--- src/rtl/pipe_ctrl_if.sv ---
// Hazard inputs and pipeline-control outputs exchanged between the datapath and pipe_ctrl.
interface pipe_ctrl_if;
  logic [4:0] id_rs, id_rt;
  logic       id_useRt;
  logic       ex_memRead;
  logic [4:0] ex_writeDataReg;
  logic       ex_branchTaken;
  logic       ex_mdStart, ex_mdOp;
  logic       pc_en, ifid_en, idex_en, exmem_en, memwb_en;
  logic       ifid_flush, idex_flush, exmem_flush;
  logic       md_busy, md_done;

  modport slave (
    input  id_rs, id_rt, id_useRt, ex_memRead, ex_writeDataReg,
           ex_branchTaken, ex_mdStart, ex_mdOp,
    output pc_en, ifid_en, idex_en, exmem_en, memwb_en,
           ifid_flush, idex_flush, exmem_flush, md_busy, md_done
  );

  modport master (
    output id_rs, id_rt, id_useRt, ex_memRead, ex_writeDataReg,
           ex_branchTaken, ex_mdStart, ex_mdOp,
    input  pc_en, ifid_en, idex_en, exmem_en, memwb_en,
           ifid_flush, idex_flush, exmem_flush, md_busy, md_done
  );
endinterface

--- src/rtl/pipe_ctrl.sv ---
// Pipeline stall/flush controller: load-use stall, taken-branch flush, multi-cycle mul/div freeze.
// Mul/div sequencing is built only when PIPE_CTRL_MULDIV_EN is defined.
module pipe_ctrl (
  input  logic       clk,
  input  logic       rst,
  pipe_ctrl_if.slave pif
);

  logic load_use;
  logic run_resp;

  assign load_use = pif.ex_memRead && (pif.ex_writeDataReg != 5'd0) &&
                    ((pif.ex_writeDataReg == pif.id_rs) ||
                     (pif.id_useRt && (pif.ex_writeDataReg == pif.id_rt)));

`ifdef PIPE_CTRL_MULDIV_EN
  typedef enum logic [1:0] {RUN, MD_WAIT, MD_DONE} state_e;

  state_e     state_q, state_d;
  logic [5:0] md_cnt_q, md_cnt_d;

  always_ff @(posedge clk or negedge rst) begin
    if (!rst) begin
      state_q  <= RUN;
      md_cnt_q <= 6'd0;
    end else begin
      state_q  <= state_d;
      md_cnt_q <= md_cnt_d;
    end
  end
`else
  logic unused_md;
  assign unused_md = ^{pif.ex_mdStart, pif.ex_mdOp, clk};
`endif

  always_comb begin
    pif.pc_en       = 1'b1;
    pif.ifid_en     = 1'b1;
    pif.idex_en     = 1'b1;
    pif.exmem_en    = 1'b1;
    pif.memwb_en    = 1'b1;
    pif.ifid_flush  = 1'b0;
    pif.idex_flush  = 1'b0;
    pif.exmem_flush = 1'b0;
    pif.md_busy     = 1'b0;
    pif.md_done     = 1'b0;
    run_resp        = 1'b0;
`ifdef PIPE_CTRL_MULDIV_EN
    state_d  = state_q;
    md_cnt_d = md_cnt_q;
    unique case (state_q)
      RUN: begin
        // A starting mul/div owns the cycle; branch/load-use in EX are not acted on.
        if (pif.ex_mdStart) begin
          state_d  = MD_WAIT;
          md_cnt_d = pif.ex_mdOp ? 6'd32 : 6'd4;
        end else begin
          run_resp = 1'b1;
        end
      end
      MD_WAIT: begin
        pif.pc_en       = 1'b0;
        pif.ifid_en     = 1'b0;
        pif.idex_en     = 1'b0;
        pif.exmem_flush = 1'b1;
        pif.md_busy     = 1'b1;
        if (md_cnt_q <= 6'd1) begin
          state_d  = MD_DONE;
          md_cnt_d = 6'd0;
        end else begin
          md_cnt_d = md_cnt_q - 6'd1;
        end
      end
      MD_DONE: begin
        pif.md_done = 1'b1;
        state_d     = RUN;
        md_cnt_d    = 6'd0;
      end
      default: begin
        state_d  = RUN;
        md_cnt_d = 6'd0;
      end
    endcase
`else
    run_resp = 1'b1;
`endif
    if (run_resp) begin
      if (pif.ex_branchTaken) begin
        pif.ifid_flush = 1'b1;
        pif.idex_flush = 1'b1;
      end else if (load_use) begin
        // Single-cycle stall: the load moves on to MEM, so the match clears next cycle.
        pif.pc_en      = 1'b0;
        pif.ifid_en    = 1'b0;
        pif.idex_flush = 1'b1;
      end
    end
    if (!rst) begin
      pif.pc_en       = 1'b0;
      pif.ifid_en     = 1'b0;
      pif.idex_en     = 1'b0;
      pif.exmem_en    = 1'b0;
      pif.memwb_en    = 1'b0;
      pif.ifid_flush  = 1'b1;
      pif.idex_flush  = 1'b1;
      pif.exmem_flush = 1'b1;
      pif.md_busy     = 1'b0;
      pif.md_done     = 1'b0;
    end
  end

endmodule

--- src/flat_wrapper.sv ---
// flat-port wrapper written by rule: the top's interface ports become plain ports
module pipe_ctrl_flat 
  (clk, rst, pif_id_rs, pif_id_rt, pif_id_useRt, pif_ex_memRead, pif_ex_writeDataReg, pif_ex_branchTaken, pif_ex_mdStart, pif_ex_mdOp, pif_pc_en, pif_ifid_en, pif_idex_en, pif_exmem_en, pif_memwb_en, pif_ifid_flush, pif_idex_flush, pif_exmem_flush, pif_md_busy, pif_md_done);
  pipe_ctrl_if pif_i ();
  input  logic clk;
  input  logic rst;
  input wire logic [$bits(pif_i.id_rs)-1:0] pif_id_rs;
  input wire logic [$bits(pif_i.id_rt)-1:0] pif_id_rt;
  input wire logic [$bits(pif_i.id_useRt)-1:0] pif_id_useRt;
  input wire logic [$bits(pif_i.ex_memRead)-1:0] pif_ex_memRead;
  input wire logic [$bits(pif_i.ex_writeDataReg)-1:0] pif_ex_writeDataReg;
  input wire logic [$bits(pif_i.ex_branchTaken)-1:0] pif_ex_branchTaken;
  input wire logic [$bits(pif_i.ex_mdStart)-1:0] pif_ex_mdStart;
  input wire logic [$bits(pif_i.ex_mdOp)-1:0] pif_ex_mdOp;
  output wire logic [$bits(pif_i.pc_en)-1:0] pif_pc_en;
  output wire logic [$bits(pif_i.ifid_en)-1:0] pif_ifid_en;
  output wire logic [$bits(pif_i.idex_en)-1:0] pif_idex_en;
  output wire logic [$bits(pif_i.exmem_en)-1:0] pif_exmem_en;
  output wire logic [$bits(pif_i.memwb_en)-1:0] pif_memwb_en;
  output wire logic [$bits(pif_i.ifid_flush)-1:0] pif_ifid_flush;
  output wire logic [$bits(pif_i.idex_flush)-1:0] pif_idex_flush;
  output wire logic [$bits(pif_i.exmem_flush)-1:0] pif_exmem_flush;
  output wire logic [$bits(pif_i.md_busy)-1:0] pif_md_busy;
  output wire logic [$bits(pif_i.md_done)-1:0] pif_md_done;
  assign pif_i.id_rs = pif_id_rs;
  assign pif_i.id_rt = pif_id_rt;
  assign pif_i.id_useRt = pif_id_useRt;
  assign pif_i.ex_memRead = pif_ex_memRead;
  assign pif_i.ex_writeDataReg = pif_ex_writeDataReg;
  assign pif_i.ex_branchTaken = pif_ex_branchTaken;
  assign pif_i.ex_mdStart = pif_ex_mdStart;
  assign pif_i.ex_mdOp = pif_ex_mdOp;
  assign pif_pc_en = pif_i.pc_en;
  assign pif_ifid_en = pif_i.ifid_en;
  assign pif_idex_en = pif_i.idex_en;
  assign pif_exmem_en = pif_i.exmem_en;
  assign pif_memwb_en = pif_i.memwb_en;
  assign pif_ifid_flush = pif_i.ifid_flush;
  assign pif_idex_flush = pif_i.idex_flush;
  assign pif_exmem_flush = pif_i.exmem_flush;
  assign pif_md_busy = pif_i.md_busy;
  assign pif_md_done = pif_i.md_done;
  pipe_ctrl u_core (.clk(clk), .rst(rst), .pif(pif_i));
endmodule
--- config.mk ---
export PLATFORM = sky130hd
export DESIGN_NAME = pipe_ctrl_flat
export DESIGN_NICKNAME = d
export VERILOG_FILES = /design/src/rtl/pipe_ctrl_if.sv /design/src/rtl/pipe_ctrl.sv /design/src/flat_wrapper.sv
export SDC_FILE = /design/constraint.sdc
export NUM_CORES = 1
export LEC_CHECK = 0
export BUFFER_PORTS_ARGS = -buffer_cell sky130_fd_sc_hd__buf_2
export CAP_MARGIN = 30
export CORE_AREA = 5 5 42 44
export DETAILED_ROUTE_END_ITERATION = 16
export DIE_AREA = 0 0 47 49
export SETUP_SLACK_MARGIN = 0.1
export SYNTH_ARGS = -nofsm -noshare
export SYNTH_HDL_FRONTEND = slang
export SYNTH_SLANG_ARGS = --single-unit
--- constraint.sdc ---
create_clock -name vclk -period 4.5
set_clock_uncertainty 0.15 [all_clocks]
set_input_delay 0.675 -clock vclk [all_inputs]
set_output_delay 0.675 -clock vclk [all_outputs]
set_load 0.1 [all_outputs]
==> metrics, run 1 <==
largest net degree at the start of global routing=7; Power Density=194 nW/um2; Setup violations, final=0; Max FO, Critical Path=3; synthesis warning total=0; CP required=3.67 ns; leading cell types by total area after synthesis=sky130_fd_sc_hd__xor2_1, sky130_fd_sc_hd__buf_4, sky130_fd_sc_hd__nor4_2, sky130_fd_sc_hd__a32oi_1, sky130_fd_sc_hd__o31a_1; Inserted Diodes=0; hold buffers post-CTS=0; per-instance average area after synthesis=7.60 um2; unrepaired setup endpoints after global routing=no; final RePlAce weighted congestion=0.692; via count of the first global-routing pass=224; die height=49 um; Layout area overhead=55.5%; number of nets in the layout=73; count of mapped cells out of synthesis=27; storage element area=0 um2; final worst hold slack=1.62 ns; starting DRC count in detailed routing=2; Cell Area, Synth=205 um2; data arrival time of the worst path=2.10 ns; number of vias in the routed layout=233; Std-Cell Rows=14; max-cap check violation count=0; Sum Neg Setup Slack=0 ns; initial standard-cell utilization of the core=14.6%; Critical Setup Path Class=input port to primary output; final cycle utilization of the critical path=65.0%; number of antenna-violating nets in the routed design=0; worst hold start=rst; Wirelength per Cell=9.57 um; postcts setup bufs=0; Worst Setup SP=pif_ex_writeDataReg[0]; DRC viols=0; combined global-route utilization of all metal layers=4.98%; initial antenna violation count=0; first-pass detailed-route iteration total=2; count of boundary I/O pins=32; cell accounting for the most synthesized area=sky130_fd_sc_hd__xor2_1; layout cell share with drive strength beyond 1=57.1%; layout sequential cell count=0; final count of hold timing violations=0; share of the synthesized area in the top cell type=38.4%; total congestion overflow=0; DIE WIDTH=47 um; post-synthesis cell type count=14; count of pins over their slew limit=0; via density per instance=3.58; post-layout min period=2.93 ns; global-route wire length before repair=931 um; outcome=complete, no violations; Worst Hold Class=input port to primary output; Filler Cell Count=164; startpoint type of the worst setup path=input port; floorplan die area=2300 um2; leakage power summed over all cells=0.169 nW; number of instances resized during post-cts repair=0; routed wire length=622 um; VDD IR max=0.0000749 V; core box area=1400 um2; Fmax=342 MHz; crit end category=primary output; # clk buffers=0; Port Buffers=27; sequential cell area fraction in the yosys report=0%
-- layout make-up --
class	instances	area (um2)	share of cell area [%]
Multi-Input combinational cell	21	160	50.2
Timing Repair Buffer	27	135	42.4
Tap cell	16	20.0	6.27
Inverter	1	3.75	1.18
-- critical path: stages --
cell,delay [ns]
sky130_fd_sc_hd__buf_2,0.12
sky130_fd_sc_hd__or4_1,0.53
sky130_fd_sc_hd__o21ai_1,0.19
sky130_fd_sc_hd__o31a_1,0.16
sky130_fd_sc_hd__buf_2,0.43
-- report_power, final --
group	total (mW)	internal, mW	switching [mW]
Clock	0	0	0
Combinational	0.0619	0.0144	0.0475
Sequential	0	0	0
-- cell usage after synthesis (all sizes together) --
master / number
a32oi: 1
buf: 6
conb: 1
inv: 1
nand2b: 1
nor2: 1
nor3: 1
nor4: 1
o21ai: 1
o21bai: 1
o31a: 1
or4: 1
xnor2: 1
xor2: 9
-- path summary, 6_finish.rpt --
kind | end | slack (ns) | depth (start not counted)
max | pif_ifid_en | 1.57 | 5
min | pif_exmem_en | 1.62 | 2
-- through the flow --
step | util, % | cell area [um2] | std cells | worst slack [ns] | power (mW)
after floorplan | - | 209 | 28 | 1.03 | 0.0507
final | 22.8 | 319 | 65 | 1.57 | 0.0619
after global routing | 22.8 | 319 | 65 | 1.49 | 0.0653
after global placement | 22.8 | 319 | 65 | 1.57 | 0.0620
after detailed placement | 22.8 | 319 | 65 | 1.56 | 0.0624
after CTS | 22.8 | 319 | 65 | 1.55 | 0.0624
-- logic make-up (layout without fill, tap and decap cells) --
| family | after synthesis | in the layout | share of synthesized area [%] |
|---|---|---|---|
| buffers and inverters | 7 | 28 | 23.8 |
| AND/OR/NAND/NOR | 5 | 5 | 17.1 |
| other | 1 | 2 | 1.83 |
| XOR/XNOR | 10 | 10 | 42.7 |
| AO/OA/AOI/OAI | 4 | 4 | 14.6 |
-- layer usage --
layer | vias up | wire length, um | track usage [%] | share of wire (%)
met5 | - | 0 | 0 | 0
met4 | 0 | 0 | 0 | 0
met3 | 0 | 68 | 1.11 | 11
met1 | 95 | 184 | 4.78 | 30
li1 | 127 | - | - | -
met2 | 11 | 368 | 10.4 | 59
-- cells in the final DEF (no fill, tap or decap), drive strengths merged --
cell type	synthesis	final
buf	6	27
xor2	9	9
conb	1	2
inv	1	1
nor4	1	1
xnor2	1	1
nor3	1	1
nor2	1	1
a32oi	1	1
or4	1	1
o21ai	1	1
nand2b	1	1
o21bai	1	1
o31a	1	1
Note: power is estimated with default switching activity, not from simulation.
==> run 2: changes to the inputs <==
==> constraint.sdc (replaced) <==
create_clock -name vclk -period 3.1
set_clock_uncertainty 0.15 [all_clocks]
set_input_delay 0.465 -clock vclk [all_inputs]
set_output_delay 0.465 -clock vclk [all_outputs]
set_load 0.1 [all_outputs]
==> run 2 against run 1 <==
Effect of this change:
- combinational power grew 46%
- clock-buffer cell count stayed put
- critical path depth is the same
- sequential share of layout area unchanged
- non-clock buffer count stayed put
==> metrics, run 2 (same netlist as run 1, synthesis figures left out) <==
Std-Cell Rows=14 (unchanged); worst-path cell chain=buf_2 > or4_1 > o21ai_1 > o31a_2 > buf_2; CP required=2.48 ns (-1.19 ns); Worst Hold Class=input port to primary output; final count of hold timing violations=0 (unchanged); startpoint type of the worst setup path=input port; initial antenna violation count=0 (unchanged); postcts setup bufs=0 (unchanged); outcome=complete, no violations; Inserted Diodes=0 (unchanged); final RePlAce weighted congestion=0.619 (-10%); Setup violations, final=0 (unchanged); count of boundary I/O pins=32 (unchanged); CP peak stage delay=0.51 ns (-0.02 ns); crit end category=primary output; # clk buffers=0 (unchanged); global-route wire length before repair=897 um (-3.7%); final cycle utilization of the critical path=80.2%; via density per instance=3.66 (+2.1%); Sum Neg Setup Slack=0 ns (unchanged); die height=49 um (unchanged); post-layout min period=2.49 ns; count of pins over their slew limit=0 (unchanged); Port Buffers=27 (unchanged); max-cap check violation count=0 (unchanged); instance area after placement=324 um2 (+1.6%); leakage power summed over all cells=0.171 nW (+1.1%); floorplan die area=2300 um2 (unchanged); Power Density=280 nW/um2 (+44%); routed wire length=602 um (-3.2%); Wirelength per Cell=9.26 um (-3.2%); number of instances resized during post-cts repair=0 (unchanged); Final Cell Area=324 um2 (+1.6%); number of cells in the finished layout apart from fillers=65 (unchanged); combined global-route utilization of all metal layers=4.77% (-0.21 points); fraction of power consumed by the clock network=0% (unchanged); number of antenna-violating nets in the routed design=0 (unchanged); placed cell count=65 (unchanged); initial standard-cell utilization of the core=14.6% (unchanged); number of nets in the layout=73 (unchanged); switching share of total power=76.5% (-0.29 points); storage element area=0 um2 (unchanged); core box area=1400 um2 (unchanged); most frequent cells in the layout=sky130_fd_sc_hd__buf_2, sky130_fd_sc_hd__xor2_1, sky130_fd_sc_hd__conb_1; cell repeated most along the worst path=sky130_fd_sc_hd__buf_2; VDD IR max=0.0000616 V (-18%); Switch Pwr=0.0693 mW (+46%); Layout area overhead=57.9%; total congestion overflow=0 (unchanged); starting DRC count in detailed routing=0 (-2); largest net degree at the start of global routing=7 (unchanged); overall power after layout=0.0906 mW (+46%); DRC viols=0 (unchanged); slowest cell on the critical path=sky130_fd_sc_hd__or4_1; most frequent standard cell in the layout excluding fill and tap cells=sky130_fd_sc_hd__buf_2; Reg power frac=0% (unchanged); unrepaired setup endpoints after global routing=no; number of vias in the routed layout=238 (+2.1%); data arrival time of the worst path=1.87 ns (-0.23 ns); Comb pwr share=100.0% (about the same); Max FO, Critical Path=3 (unchanged); Critical Setup Path Class=input port to primary output; Power Internal=0.0213 mW (+48%); DIE WIDTH=47 um (unchanged); first-pass detailed-route iteration total=1 (-1); layout cell share with drive strength beyond 1=61.2% (+4.1 points); Fmax=402 MHz; layout sequential cell count=0 (unchanged); via count of the first global-routing pass=221 (-1.3%); hold buffers post-CTS=0 (unchanged); half-perimeter wire length after detailed placement=583 um
run 2: power by group through the flow:
stage	sequential (mW)	clock (mW)	combinational [mW]
finish	0	0	0.0906
floorplan	0	0	0.0743
global route	0	0	0.0959
CTS	0	0	0.0916
detailed placement	0	0	0.0915
global placement	0	0	0.0907
run 2: metrics by stage:
step | hold slack (ns) | setup slack [ns] | util (%)
2_1_floorplan | 0.992 | 0.430 | -
3_5_place_dp | 1.20 | 0.601 | 23.1
6_report | 1.20 | 0.613 | 23.1
3_3_place_gp | 1.20 | 0.589 | 23.1
4_1_cts | 1.20 | 0.601 | 23.1
5_1_grt | 1.21 | 0.531 | 23.1
run 2: layout make-up:
| class | instances | area [um2] |
|---|---|---|
| fillers | 178 | 1080 |
| multi-input cells | 21 | 165 |
| repair buffers | 27 | 135 |
| well taps | 16 | 20.0 |
| inverters | 1 | 3.75 |
run 2: worst paths after layout:
check | startpoint | endpoint | slack (ns) | cells after the start
worst min-delay path | rst | pif_exmem_en | 1.20 | 2
worst max-delay path | pif_ex_writeDataReg[0] | pif_ifid_en | 0.61 | 5
run 2: per-layer routing:
metal  wire [um]  GRT usage, %  vias up
met5           0             0        -
met4           0             0        0
met3         112          1.11        0
met2         302          9.05       16
met1         187          5.43       95
li1            -             -      127
run 2: critical path: cells and delay by family:
kind	cells	cell delay (ns)
AOI/OAI and AO/OA	2	0.36
and+or+nand+nor	1	0.51
buffers and inverters	2	0.54
